## src/rtl/imm_gen_pkg.sv

```systemverilog
// Shared opcode constants, immediate-kind encoding and buffer states for the
// pipelined immediate generator.
package imm_gen_pkg;

    localparam int OPCODE_WIDTH = 4;

    localparam logic [OPCODE_WIDTH-1:0] OP_BNE   = 4'd0;
    localparam logic [OPCODE_WIDTH-1:0] OP_BEQ   = 4'd1;
    localparam logic [OPCODE_WIDTH-1:0] OP_BGZ   = 4'd2;
    localparam logic [OPCODE_WIDTH-1:0] OP_BLZ   = 4'd3;
    localparam logic [OPCODE_WIDTH-1:0] OP_ADI   = 4'd4;
    localparam logic [OPCODE_WIDTH-1:0] OP_ORI   = 4'd5;
    localparam logic [OPCODE_WIDTH-1:0] OP_LHI   = 4'd6;
    localparam logic [OPCODE_WIDTH-1:0] OP_LWD   = 4'd7;
    localparam logic [OPCODE_WIDTH-1:0] OP_SWD   = 4'd8;
    localparam logic [OPCODE_WIDTH-1:0] OP_JMP   = 4'd9;
    localparam logic [OPCODE_WIDTH-1:0] OP_JAL   = 4'd10;
    localparam logic [OPCODE_WIDTH-1:0] OP_RTYPE = 4'd15;

    typedef enum logic [2:0] {
        IMM_SEXT = 3'd0,
        IMM_ZEXT = 3'd1,
        IMM_LHI  = 3'd2,
        IMM_JTGT = 3'd3,
        IMM_NONE = 3'd4
    } imm_kind_t;

    typedef enum logic [1:0] {
        BUF_EMPTY = 2'd0,
        BUF_ONE   = 2'd1,
        BUF_FULL  = 2'd2
    } buf_state_t;

    // Conditional branches BNE..BLZ get a PC-relative target.
    function automatic logic is_branch(input logic [OPCODE_WIDTH-1:0] opcode);
        return opcode <= OP_BLZ;
    endfunction

endpackage

```

## src/rtl/imm_gen_pipe_if.sv

```systemverilog
// Valid/ready bundle between the fetch side and the immediate generator.
// Carries out_btarget only when IMM_BRANCH_TARGET_EN is defined.
interface imm_gen_pipe_if
    import imm_gen_pkg::*;
#(
    parameter int DATA_WIDTH  = 16,
    parameter int INSTR_WIDTH = 16
);
    logic                   in_valid;
    logic                   in_ready;
    logic [INSTR_WIDTH-1:0] in_instr;
    logic [DATA_WIDTH-1:0]  in_pc;
    logic                   out_valid;
    logic                   out_ready;
    logic [DATA_WIDTH-1:0]  out_imm;
    imm_kind_t              out_kind;
    logic [DATA_WIDTH-1:0]  out_pc;
`ifdef IMM_BRANCH_TARGET_EN
    logic [DATA_WIDTH-1:0]  out_btarget;

    modport slave (
        input  in_valid, in_instr, in_pc, out_ready,
        output in_ready, out_valid, out_imm, out_kind, out_pc, out_btarget
    );
    modport master (
        output in_valid, in_instr, in_pc, out_ready,
        input  in_ready, out_valid, out_imm, out_kind, out_pc, out_btarget
    );
`else
    modport slave (
        input  in_valid, in_instr, in_pc, out_ready,
        output in_ready, out_valid, out_imm, out_kind, out_pc
    );
    modport master (
        output in_valid, in_instr, in_pc, out_ready,
        input  in_ready, out_valid, out_imm, out_kind, out_pc
    );
`endif
endinterface

```

## src/rtl/imm_decode.sv

```systemverilog
// Combinational opcode decode and immediate extension.
// With IMM_BRANCH_TARGET_EN defined it also forms pc + 1 + imm for branches.
module imm_decode
    import imm_gen_pkg::*;
#(
    parameter int DATA_WIDTH   = 16,
    parameter int INSTR_WIDTH  = 16,
    parameter int OFFSET_WIDTH = 8,
    parameter int TARGET_WIDTH = 12
) (
    input  logic [INSTR_WIDTH-1:0] instr,
    input  logic [DATA_WIDTH-1:0]  pc,
    output logic [DATA_WIDTH-1:0]  imm,
    output imm_kind_t              kind
`ifdef IMM_BRANCH_TARGET_EN
    ,output logic [DATA_WIDTH-1:0] btarget
`endif
);
    logic [OPCODE_WIDTH-1:0] opcode;
    logic [OFFSET_WIDTH-1:0] offset;
    logic [TARGET_WIDTH-1:0] target;
    logic [DATA_WIDTH-1:0]   sext_val;
    logic [DATA_WIDTH-1:0]   zext_val;
    logic [DATA_WIDTH-1:0]   lhi_val;
    logic [DATA_WIDTH-1:0]   jtgt_val;

    assign opcode   = instr[INSTR_WIDTH-1 -: OPCODE_WIDTH];
    assign offset   = instr[OFFSET_WIDTH-1:0];
    assign target   = instr[TARGET_WIDTH-1:0];

    assign sext_val = DATA_WIDTH'($signed(offset));
    assign zext_val = DATA_WIDTH'(offset);
    assign lhi_val  = zext_val << OFFSET_WIDTH;
    // Keep the PC's page bits and replace the low TARGET_WIDTH bits.
    assign jtgt_val = ((pc >> TARGET_WIDTH) << TARGET_WIDTH) | DATA_WIDTH'(target);

    always_comb begin
        imm  = '0;
        kind = IMM_NONE;
        case (opcode)
            OP_BNE, OP_BEQ, OP_BGZ, OP_BLZ, OP_ADI, OP_LWD, OP_SWD: begin
                imm  = sext_val;
                kind = IMM_SEXT;
            end
            OP_ORI: begin
                imm  = zext_val;
                kind = IMM_ZEXT;
            end
            OP_LHI: begin
                imm  = lhi_val;
                kind = IMM_LHI;
            end
            OP_JMP, OP_JAL: begin
                imm  = jtgt_val;
                kind = IMM_JTGT;
            end
            default: begin
                imm  = '0;
                kind = IMM_NONE;
            end
        endcase
    end

`ifdef IMM_BRANCH_TARGET_EN
    assign btarget = is_branch(opcode) ? (pc + DATA_WIDTH'(1) + sext_val) : '0;
`endif

endmodule

```

## src/rtl/imm_gen_pipe.sv

```systemverilog
// Pipelined immediate generator: decode ahead of a registered output stage
// with a one-entry skid buffer. Optional IMM_BRANCH_TARGET_EN adds out_btarget.
module imm_gen_pipe
    import imm_gen_pkg::*;
#(
    parameter int DATA_WIDTH   = 16,
    parameter int INSTR_WIDTH  = 16,
    parameter int OFFSET_WIDTH = 8,
    parameter int TARGET_WIDTH = 12
) (
    input  logic           clk,
    input  logic           reset,
    imm_gen_pipe_if.slave  bus
);
    logic [DATA_WIDTH-1:0] dec_imm;
    imm_kind_t             dec_kind;

    buf_state_t            state_reg, state_next;
    logic                  out_valid_reg, in_ready_reg;
    logic [DATA_WIDTH-1:0] out_imm_reg, out_pc_reg;
    imm_kind_t             out_kind_reg;
    logic [DATA_WIDTH-1:0] skid_imm_reg, skid_pc_reg;
    imm_kind_t             skid_kind_reg;

    logic in_fire;
    logic load_out_from_in, load_out_from_skid, load_skid;

`ifdef IMM_BRANCH_TARGET_EN
    logic [DATA_WIDTH-1:0] dec_btarget;
    logic [DATA_WIDTH-1:0] out_btarget_reg, skid_btarget_reg;
`endif

    imm_decode #(
        .DATA_WIDTH   (DATA_WIDTH),
        .INSTR_WIDTH  (INSTR_WIDTH),
        .OFFSET_WIDTH (OFFSET_WIDTH),
        .TARGET_WIDTH (TARGET_WIDTH)
    ) u_decode (
        .instr   (bus.in_instr),
        .pc      (bus.in_pc),
        .imm     (dec_imm),
        .kind    (dec_kind)
`ifdef IMM_BRANCH_TARGET_EN
        ,.btarget (dec_btarget)
`endif
    );

    assign in_fire = bus.in_valid && in_ready_reg;

    always_comb begin
        state_next         = state_reg;
        load_out_from_in   = 1'b0;
        load_out_from_skid = 1'b0;
        load_skid          = 1'b0;
        case (state_reg)
            BUF_EMPTY: begin
                if (in_fire) begin
                    load_out_from_in = 1'b1;
                    state_next       = BUF_ONE;
                end
            end
            BUF_ONE: begin
                if (bus.out_ready) begin
                    if (in_fire) begin
                        load_out_from_in = 1'b1;
                    end else begin
                        state_next = BUF_EMPTY;
                    end
                end else if (in_fire) begin
                    load_skid  = 1'b1;
                    state_next = BUF_FULL;
                end
            end
            BUF_FULL: begin
                // in_ready is low here, so no new entry can arrive.
                if (bus.out_ready) begin
                    load_out_from_skid = 1'b1;
                    state_next         = BUF_ONE;
                end
            end
            default: state_next = BUF_EMPTY;
        endcase
    end

    always_ff @(posedge clk) begin
        if (reset) begin
            state_reg     <= BUF_EMPTY;
            out_valid_reg <= 1'b0;
            in_ready_reg  <= 1'b1;
            out_imm_reg   <= '0;
            out_kind_reg  <= IMM_NONE;
            out_pc_reg    <= '0;
            skid_imm_reg  <= '0;
            skid_kind_reg <= IMM_NONE;
            skid_pc_reg   <= '0;
`ifdef IMM_BRANCH_TARGET_EN
            out_btarget_reg  <= '0;
            skid_btarget_reg <= '0;
`endif
        end else begin
            state_reg     <= state_next;
            out_valid_reg <= (state_next != BUF_EMPTY);
            in_ready_reg  <= (state_next != BUF_FULL);
            if (load_out_from_in) begin
                out_imm_reg  <= dec_imm;
                out_kind_reg <= dec_kind;
                out_pc_reg   <= bus.in_pc;
`ifdef IMM_BRANCH_TARGET_EN
                out_btarget_reg <= dec_btarget;
`endif
            end else if (load_out_from_skid) begin
                out_imm_reg  <= skid_imm_reg;
                out_kind_reg <= skid_kind_reg;
                out_pc_reg   <= skid_pc_reg;
`ifdef IMM_BRANCH_TARGET_EN
                out_btarget_reg <= skid_btarget_reg;
`endif
            end
            if (load_skid) begin
                skid_imm_reg  <= dec_imm;
                skid_kind_reg <= dec_kind;
                skid_pc_reg   <= bus.in_pc;
`ifdef IMM_BRANCH_TARGET_EN
                skid_btarget_reg <= dec_btarget;
`endif
            end
        end
    end

    assign bus.in_ready  = in_ready_reg;
    assign bus.out_valid = out_valid_reg;
    assign bus.out_imm   = out_imm_reg;
    assign bus.out_kind  = out_kind_reg;
    assign bus.out_pc    = out_pc_reg;
`ifdef IMM_BRANCH_TARGET_EN
    assign bus.out_btarget = out_btarget_reg;
`endif

endmodule

```

## src/flat_wrapper.sv

```systemverilog
// flat-port wrapper written by rule: the top's interface ports become plain ports
module imm_gen_pipe_flat import imm_gen_pkg::*;
#(
    parameter int DATA_WIDTH   = 16,
    parameter int INSTR_WIDTH  = 16,
    parameter int OFFSET_WIDTH = 8,
    parameter int TARGET_WIDTH = 12
)
  (clk, reset, bus_in_valid, bus_in_instr, bus_in_pc, bus_out_ready, bus_in_ready, bus_out_valid, bus_out_imm, bus_out_kind, bus_out_pc);
  imm_gen_pipe_if #(.DATA_WIDTH(DATA_WIDTH), .INSTR_WIDTH(INSTR_WIDTH)) bus_i ();
  input  logic clk;
  input  logic reset;
  input wire logic [$bits(bus_i.in_valid)-1:0] bus_in_valid;
  input wire logic [$bits(bus_i.in_instr)-1:0] bus_in_instr;
  input wire logic [$bits(bus_i.in_pc)-1:0] bus_in_pc;
  input wire logic [$bits(bus_i.out_ready)-1:0] bus_out_ready;
  output wire logic [$bits(bus_i.in_ready)-1:0] bus_in_ready;
  output wire logic [$bits(bus_i.out_valid)-1:0] bus_out_valid;
  output wire logic [$bits(bus_i.out_imm)-1:0] bus_out_imm;
  output wire logic [$bits(bus_i.out_kind)-1:0] bus_out_kind;
  output wire logic [$bits(bus_i.out_pc)-1:0] bus_out_pc;
  assign bus_i.in_valid = bus_in_valid;
  assign bus_i.in_instr = bus_in_instr;
  assign bus_i.in_pc = bus_in_pc;
  assign bus_i.out_ready = bus_out_ready;
  assign bus_in_ready = bus_i.in_ready;
  assign bus_out_valid = bus_i.out_valid;
  assign bus_out_imm = bus_i.out_imm;
  assign bus_out_kind = bus_i.out_kind;
  assign bus_out_pc = bus_i.out_pc;
  imm_gen_pipe #(.DATA_WIDTH(DATA_WIDTH), .INSTR_WIDTH(INSTR_WIDTH), .OFFSET_WIDTH(OFFSET_WIDTH), .TARGET_WIDTH(TARGET_WIDTH)) u_core (.clk(clk), .reset(reset), .bus(bus_i));
endmodule
```

## config.mk

```make
export PLATFORM = sky130hd
export DESIGN_NAME = imm_gen_pipe_flat
export DESIGN_NICKNAME = d
export VERILOG_FILES = /design/src/rtl/imm_gen_pkg.sv /design/src/rtl/imm_gen_pipe_if.sv /design/src/rtl/imm_decode.sv /design/src/rtl/imm_gen_pipe.sv /design/src/flat_wrapper.sv
export SDC_FILE = /design/constraint.sdc
export NUM_CORES = 1
export LEC_CHECK = 0
export ABC_AREA = 1
export CORE_MARGIN = 4
export CORE_UTILIZATION = 41
export CTS_CLUSTER_DIAMETER = 80
export DETAILED_ROUTE_END_ITERATION = 16
export GPL_TIMING_DRIVEN = 0
export PLACE_DENSITY = 0.67
export SLEW_MARGIN = 20
export SYNTH_ARGS = -nofsm -noshare
export SYNTH_HDL_FRONTEND = slang
export SYNTH_SLANG_ARGS = --single-unit
```

## constraint.sdc

```tcl
create_clock -name clk -period 1.5 [get_ports clk]
set_input_delay 0.225 -clock clk [delete_from_list [all_inputs] [get_ports clk]]
set_output_delay 0.225 -clock clk [all_outputs]
set_load 0.03 [all_outputs]
```

======== Yosys cells after proc, flatten, opt, wreduce, memory -nomap -nowiden ========
Cells that the tools add are included.
cells by class
  eq/ne operators ......................... 13
  multiplexer cells ....................... 21
  reductions and logical operators ........ 7
  bitwise operators ....................... 1
operators with widths
  kind                number
  $mux 16             4
  $pmux 16 s4         1
  $eq 4x3->1 const B  4
  $or 16x12->16       1
  $eq 4x4->1 const B  3
  $pmux 3 s4          1
  $mux 2              5
  $eq 4x2->1 const B  2
  $reduce_or 7->1     1
  $mux 1              6
  $mux 3              2
  $pmux 2 s3          1
  $eq 4x1->1 const B  1
  $logic_not 4->1     1
  $reduce_bool 2->1   2
  $eq 2x1->1 const B  1
  $eq 2x2->1 const B  1
  $logic_not 2->1     1
  $ne 2x2->1 const B  1
  $pmux 1 s2          1
  $reduce_or 2->1     1
  $logic_and 1x1->1   1
storage, ports and cells
  word-level logic and storage cells ...... 51
  bits in registers ....................... 74
  input port bits ......................... 36
  output and inout bits ................... 37

======== Logic depth before layout (Yosys ltp) ========
Gate-level depths: netlist of the first run.
  word-level depth ........................ 5
  gate-level depth with buffers ........... 12
  depth with buffers taken out ............ 10

======== Cells and area by module ========
A second synthesis of the first run with hierarchy kept.
second synthesis, totals
  cells, all modules ...................... 557
  area total of the unflattened synthesis .. 3779.9 sq um
by module, submodules not included
  module        area each (sq um)  cells each  seq. area each (sq um)  instances
  imm_gen_pipe  3314.4             477         1481.4                  1
  imm_decode    465.4              80          0.0                     1

======== Worst setup path after synthesis of the first run ========
Ideal clock, no wire load.
  kind .................................... register to register
  start point ............................. register u_core.in_ready_reg, in the netlist u_core.bus.in_ready
  end point ............................... register u_core.skid_imm_reg[5]
  setup time .............................. 0.109 ns
  arrival time ............................ 1.370 ns
  setup slack ............................. 0.021 ns
  clock period less this slack ............ 1.479 ns
  buffers on the path ..................... 2
  cell stages (with the launch flop) ...... 10
  required time ........................... 1.391 ns
  cell sequence ........................... dfxtp_1 > nand2_1 > nor2_2 > nand2_2 > inv_1 > buf_4 > buf_2 > nand2_1 > nand2_1 > inv_1
between the ends
  word-level cells in the longest chain between the ends .. 4
RTL lines
  what                    RTL line             text
  start, declared         imm_gen_pipe.sv:19   logic out_valid_reg, in_ready_reg;
  start signal, assigned  imm_gen_pipe.sv:103  in_ready_reg <= (state_next != BUF_FULL);
  $logic_and 1x1->1       imm_gen_pipe.sv:48   assign in_fire = bus.in_valid && in_ready_reg;
  $mux 1                  imm_gen_pipe.sv:69   end else if (in_fire) begin
  $mux 1                  imm_gen_pipe.sv:63   if (bus.out_ready) begin
  $mux 1                  imm_gen_pipe.sv:55   case (state_reg)
  end signal, assigned    imm_gen_pipe.sv:120  skid_imm_reg <= dec_imm;
  end, declared           imm_gen_pipe.sv:22   logic [DATA_WIDTH-1:0] skid_imm_reg, skid_pc_reg;
No other way between the ends.
A chain may end at the register's enable or synchronous reset.

======== Worst setup path in the final report of the first run ========
  start point ............................. register u_core.state_reg[1]
  end point ............................... register u_core.out_imm_reg[6], in the netlist u_core.bus.out_imm[6]
between the ends
  word-level cells in the longest chain between the ends .. 3
  elaborated cells between the ends (all ways) .. 7
  those cells by class .................... 2 x eq/ne; 3 x mux; 2 x reduce/logical
RTL lines
  what                                          RTL line             text
  start, declared                               imm_gen_pipe.sv:18   buf_state_t state_reg, state_next;
  start signal, assigned                        imm_gen_pipe.sv:101  state_reg <= state_next;
  $eq 2x1->1 (tied with other cells)            imm_gen_pipe.sv:55
  $pmux 1 s2 or $mux 1 (tied branches)          imm_gen_pipe.sv:55
  $mux 16 or $reduce_bool 2->1 (tied branches)  --
  end signal, assigned                          imm_gen_pipe.sv:105  out_imm_reg <= dec_imm;
  end signal, assigned                          imm_gen_pipe.sv:112  out_imm_reg <= skid_imm_reg;
  end, declared                                 imm_gen_pipe.sv:20   logic [DATA_WIDTH-1:0] out_imm_reg, out_pc_reg;
Parallel ways exist; a longest one is shown, timed or not.

==> qor.txt, run 1 <==
Syn Nets: 496
Clock buffer depth: 2
Post-CTS Hold Fix Bufs: 0
Worst reg-to-reg path cell count: 6
Status: finished clean
Die Wd: 96.92 µm
Slew headroom: 61.31%
Layout cells sized above 1: 11.59%
Sw Share: 28.36%
Worst hold path type: input port to flip-flop
DRC viols: 0
Max cap viols: 0
Register bit total from synthesis: 74
Register area share after synthesis: 45.70%
Dominant synthesized flop cell: dfxtp_1
Lkg Pwr: 2.010 nW
Post-Route Utilization: 57.17%
Clk sinks: 74
Synth Instances: 460
Finished Layout Cells: 654
Worst skew pair latency: 0.36 ns
# diodes: 0
TritonCTS buffer count: 9
DRT iter0 DRCs: 142
Combinational fraction of design power: 18.7%
Post-synth EDFFs: 0
Antenna violations before repair: 0
Worst setup margin: 0.05449 ns
Post-Layout Inst Area: 0.004418 mm²
Die height: 96.92 µm
Crit path max-delay family: compound AO/OA/AOI/OAI gates
Post-DRT Antenna Nets: 0
RSZ-0062 raised after global routing: true
Worst setup endpoint: u_core.bus.out_imm[6]$_SDFFE_PP0P_
Crit Path Category: flip-flop to flip-flop
NumNets Final: 583
Sequential share of power: 42.7%
Crit path depth: 6
PortBufs: 71
Final Hold Violating Endpoints: 0
Row cnt: 32
Cell with the most instances after synthesis: o21ai_0
Critical path startpoint: u_core.state_reg[1]$_SDFF_PP0_
Worst Path Arrival: 1.69 ns
All-layer global routing usage: 19.72%
Total Neg Setup Slack: 0 ns
Routed vias: 3358
Worst-margin pin slew: 0.5803 ns
Post-Route Skew: 0.006694 ns
Pre-CTS setup slack: -0.4441 ns
Clock share of power: 38.5%
Largest net degree at the start of global routing: 14
Tcrit/Tclk final: 96.37%
Min Hold Slack: 0.3681 ns
CORE AREA: 0.007727 mm²
Clk slew on worst S/H paths: 0.08 ns
P_int: 3.592 mW
First-pass GRT wire length: 15210 µm
Mean Syn Cell Area: 7.048 µm²
H-tree levels: 3
Die area: 0.009393 mm²
Root Driver: clkbuf_8
Ranking of synthesized cells by area: dfxtp_1 46%, o21ai_0 15%, nand2_1 9.6%, a21oi_1 8.3%, inv_1 5.7%
Final min period: 1.446 ns
Max IR drop VDD: 564.1 µV
CP max FO: 10
Slowest Stage Delay on Critical Path: 0.36 ns
Drt wl/cell: 14.21 µm
CP endpoint kind: flip-flop
TritonCTS clock tree: done
Area post-placement: 0.004080 mm²
DR pass1 iterations: 5
Switching Power: 1.422 mW
Synthesis warning total: 0
Final Max Slew Viols: 0
Vias in the first global route: 3221
Dpl hpwl: 6517 µm
Distinct cell type count after synthesis: 23
Cell Chain, Critical Path: inv_2 > nor2_2 > nand2_4 > clkbuf_1 > o21ai_0 > a21oi_2
CP Launch Type: flip-flop
Reg2reg setup slack: 0.05 ns
Synth area leader: dfxtp_1
Top cell type's share of synthesized area: 45.70%
Fmax: 0.6918 GHz
Final setup vio count: 0
Pwr Density: 1135 mW/mm²
Final wirelength: 9293 µm
GRT Residual Overflow: 0
Area growth, synth to finish: 36.28%
I/O Pins: 73
RR Endpoint: u_core.bus.out_imm[6]$_SDFFE_PP0P_
Final RePlAce weighted congestion: 0.8797
Pwr Total: 5.014 mW
Initial Util: 41.95%
CP Buf/Inv Count: 2
Asr flop ratio synth: 0%
Post-Syn Area: 0.003242 mm²
Synth top cells by count: 95 x o21ai_0, 83 x nand2_1, 74 x dfxtp_1
Critical Path RT: 1.74 ns
Vias/cell: 5.135
Reg2reg start: u_core.state_reg[1]$_SDFF_PP0_
Worst path slowest cell: dfxtp_2
Placed insts: 633
-- power groups by stage --
stage          sequential (mW)  combinational (mW)  clock, mW
4_1_cts                   2.14               0.893       1.96
6_report                  2.14               0.940       1.93
3_3_place_gp              2.19               0.931          0
5_1_grt                   2.16                1.03       2.04
2_1_floorplan             2.35               0.380          0
3_5_place_dp              2.19               0.941          0
-- cell families (layout without fill, tap and decap cells) --
group,count (synthesis),after routing,share of synthesized area [%]
DFF,74,74,45.70
buffers and inverters,80,172,10.42
and+or+nand+nor,154,154,20.26
AOI/OAI and AO/OA,152,152,23.62
-- worst reg2reg max path, stage by stage, from the launching register on --
cell and delay, ns:
dfxtp_2 0.36, inv_2 0.05, nor2_2 0.15, nand2_4 0.11, clkbuf_1 0.24, o21ai_0 0.32
a21oi_2 0.10
-- routing by layer --
metal | vias up | track usage [%] | routed length, µm
li1 | 1664 | - | -
met1 | 1543 | 25.55 | 4108
met2 | 133 | 31.69 | 4303
met3 | 18 | 4.110 | 622
met4 | 0 | 8.531 | 258
met5 | - | 0 | 0
-- cell usage in the layout (no fill, tap or decap), drive strengths merged --
| cell type | synthesis | final |
|---|---|---|
| a21oi | 55 | 55 |
| a31oi | 1 | 1 |
| buf | 8 | 11 |
| bufinv | 0 | 3 |
| clkbuf | 19 | 31 |
| clkdlybuf4s50 | 0 | 32 |
| clkinv | 1 | 2 |
| dfxtp | 74 | 74 |
| dlygate4sd2 | 0 | 38 |
| dlymetal6s2s | 0 | 1 |
| inv | 52 | 54 |
| nand2 | 92 | 92 |
| nand3 | 19 | 19 |
| nand4 | 1 | 1 |
| nor2 | 40 | 40 |
| o21ai | 96 | 96 |
| or2 | 2 | 2 |
-- worst min-delay path by stage --
stage                                                  start                                 end  slack, ns  depth (start not counted)
final                                                  reset      u_core.state_reg[1]$_SDFF_PP0_       0.37                          2
after global routing                                   reset      u_core.state_reg[1]$_SDFF_PP0_       0.39                          2
after CTS                                              reset      u_core.state_reg[0]$_SDFF_PP0_       0.35                          2
after detailed placement  u_core.skid_pc_reg[0]$_SDFFE_PP0P_  u_core.skid_pc_reg[0]$_SDFFE_PP0P_       0.44                          2
after global placement    u_core.skid_pc_reg[0]$_SDFFE_PP0P_  u_core.skid_pc_reg[0]$_SDFFE_PP0P_       0.43                          2
after floorplan                              bus_in_instr[0]  u_core.bus.out_imm[0]$_SDFFE_PP0P_       0.38                          2
-- final cells by class --
cell class | count | area [µm²]
Buffer | 27 | 165.2
Clock buffer | 10 | 137.6
Clock inverter | 6 | 112.6
Fill cell | 760 | 3309
Inverter | 53 | 203.9
Multi-Input combinational cell | 306 | 1484
Sequential cell | 74 | 1484
Tap cell | 102 | 127.6
Timing Repair Buffer | 76 | 703.2
-- repair_timing --
item,in CTS,in global routing
setup endpoints to repair,60,47
gates resized for setup,42,41
hold endpoints to repair,0,0
setup buffers,0,5
No activity file was read; power rests on OpenSTA's default activity.
==> run 2, diff against run 1 <==
--- a/config.mk
+++ b/config.mk
@@ -10,6 +10,7 @@
 export CORE_UTILIZATION = 41
 export CTS_CLUSTER_DIAMETER = 80
 export DETAILED_ROUTE_END_ITERATION = 16
+export GPL_ROUTABILITY_DRIVEN = 0
 export GPL_TIMING_DRIVEN = 0
 export PLACE_DENSITY = 0.67
 export SLEW_MARGIN = 20
==> results of run 2 <==
The final DEF is identical to that of run 1; final timing and power are the same.
==> run 3, diff against run 2 <==
--- a/config.mk
+++ b/config.mk
@@ -6,6 +6,7 @@
 export NUM_CORES = 1
 export LEC_CHECK = 0
 export ABC_AREA = 1
+export CAP_MARGIN = 10
 export CORE_MARGIN = 4
 export CORE_UTILIZATION = 41
 export CTS_CLUSTER_DIAMETER = 80
==> results of run 3 <==
The final DEF is identical to that of run 1; final timing and power are the same.
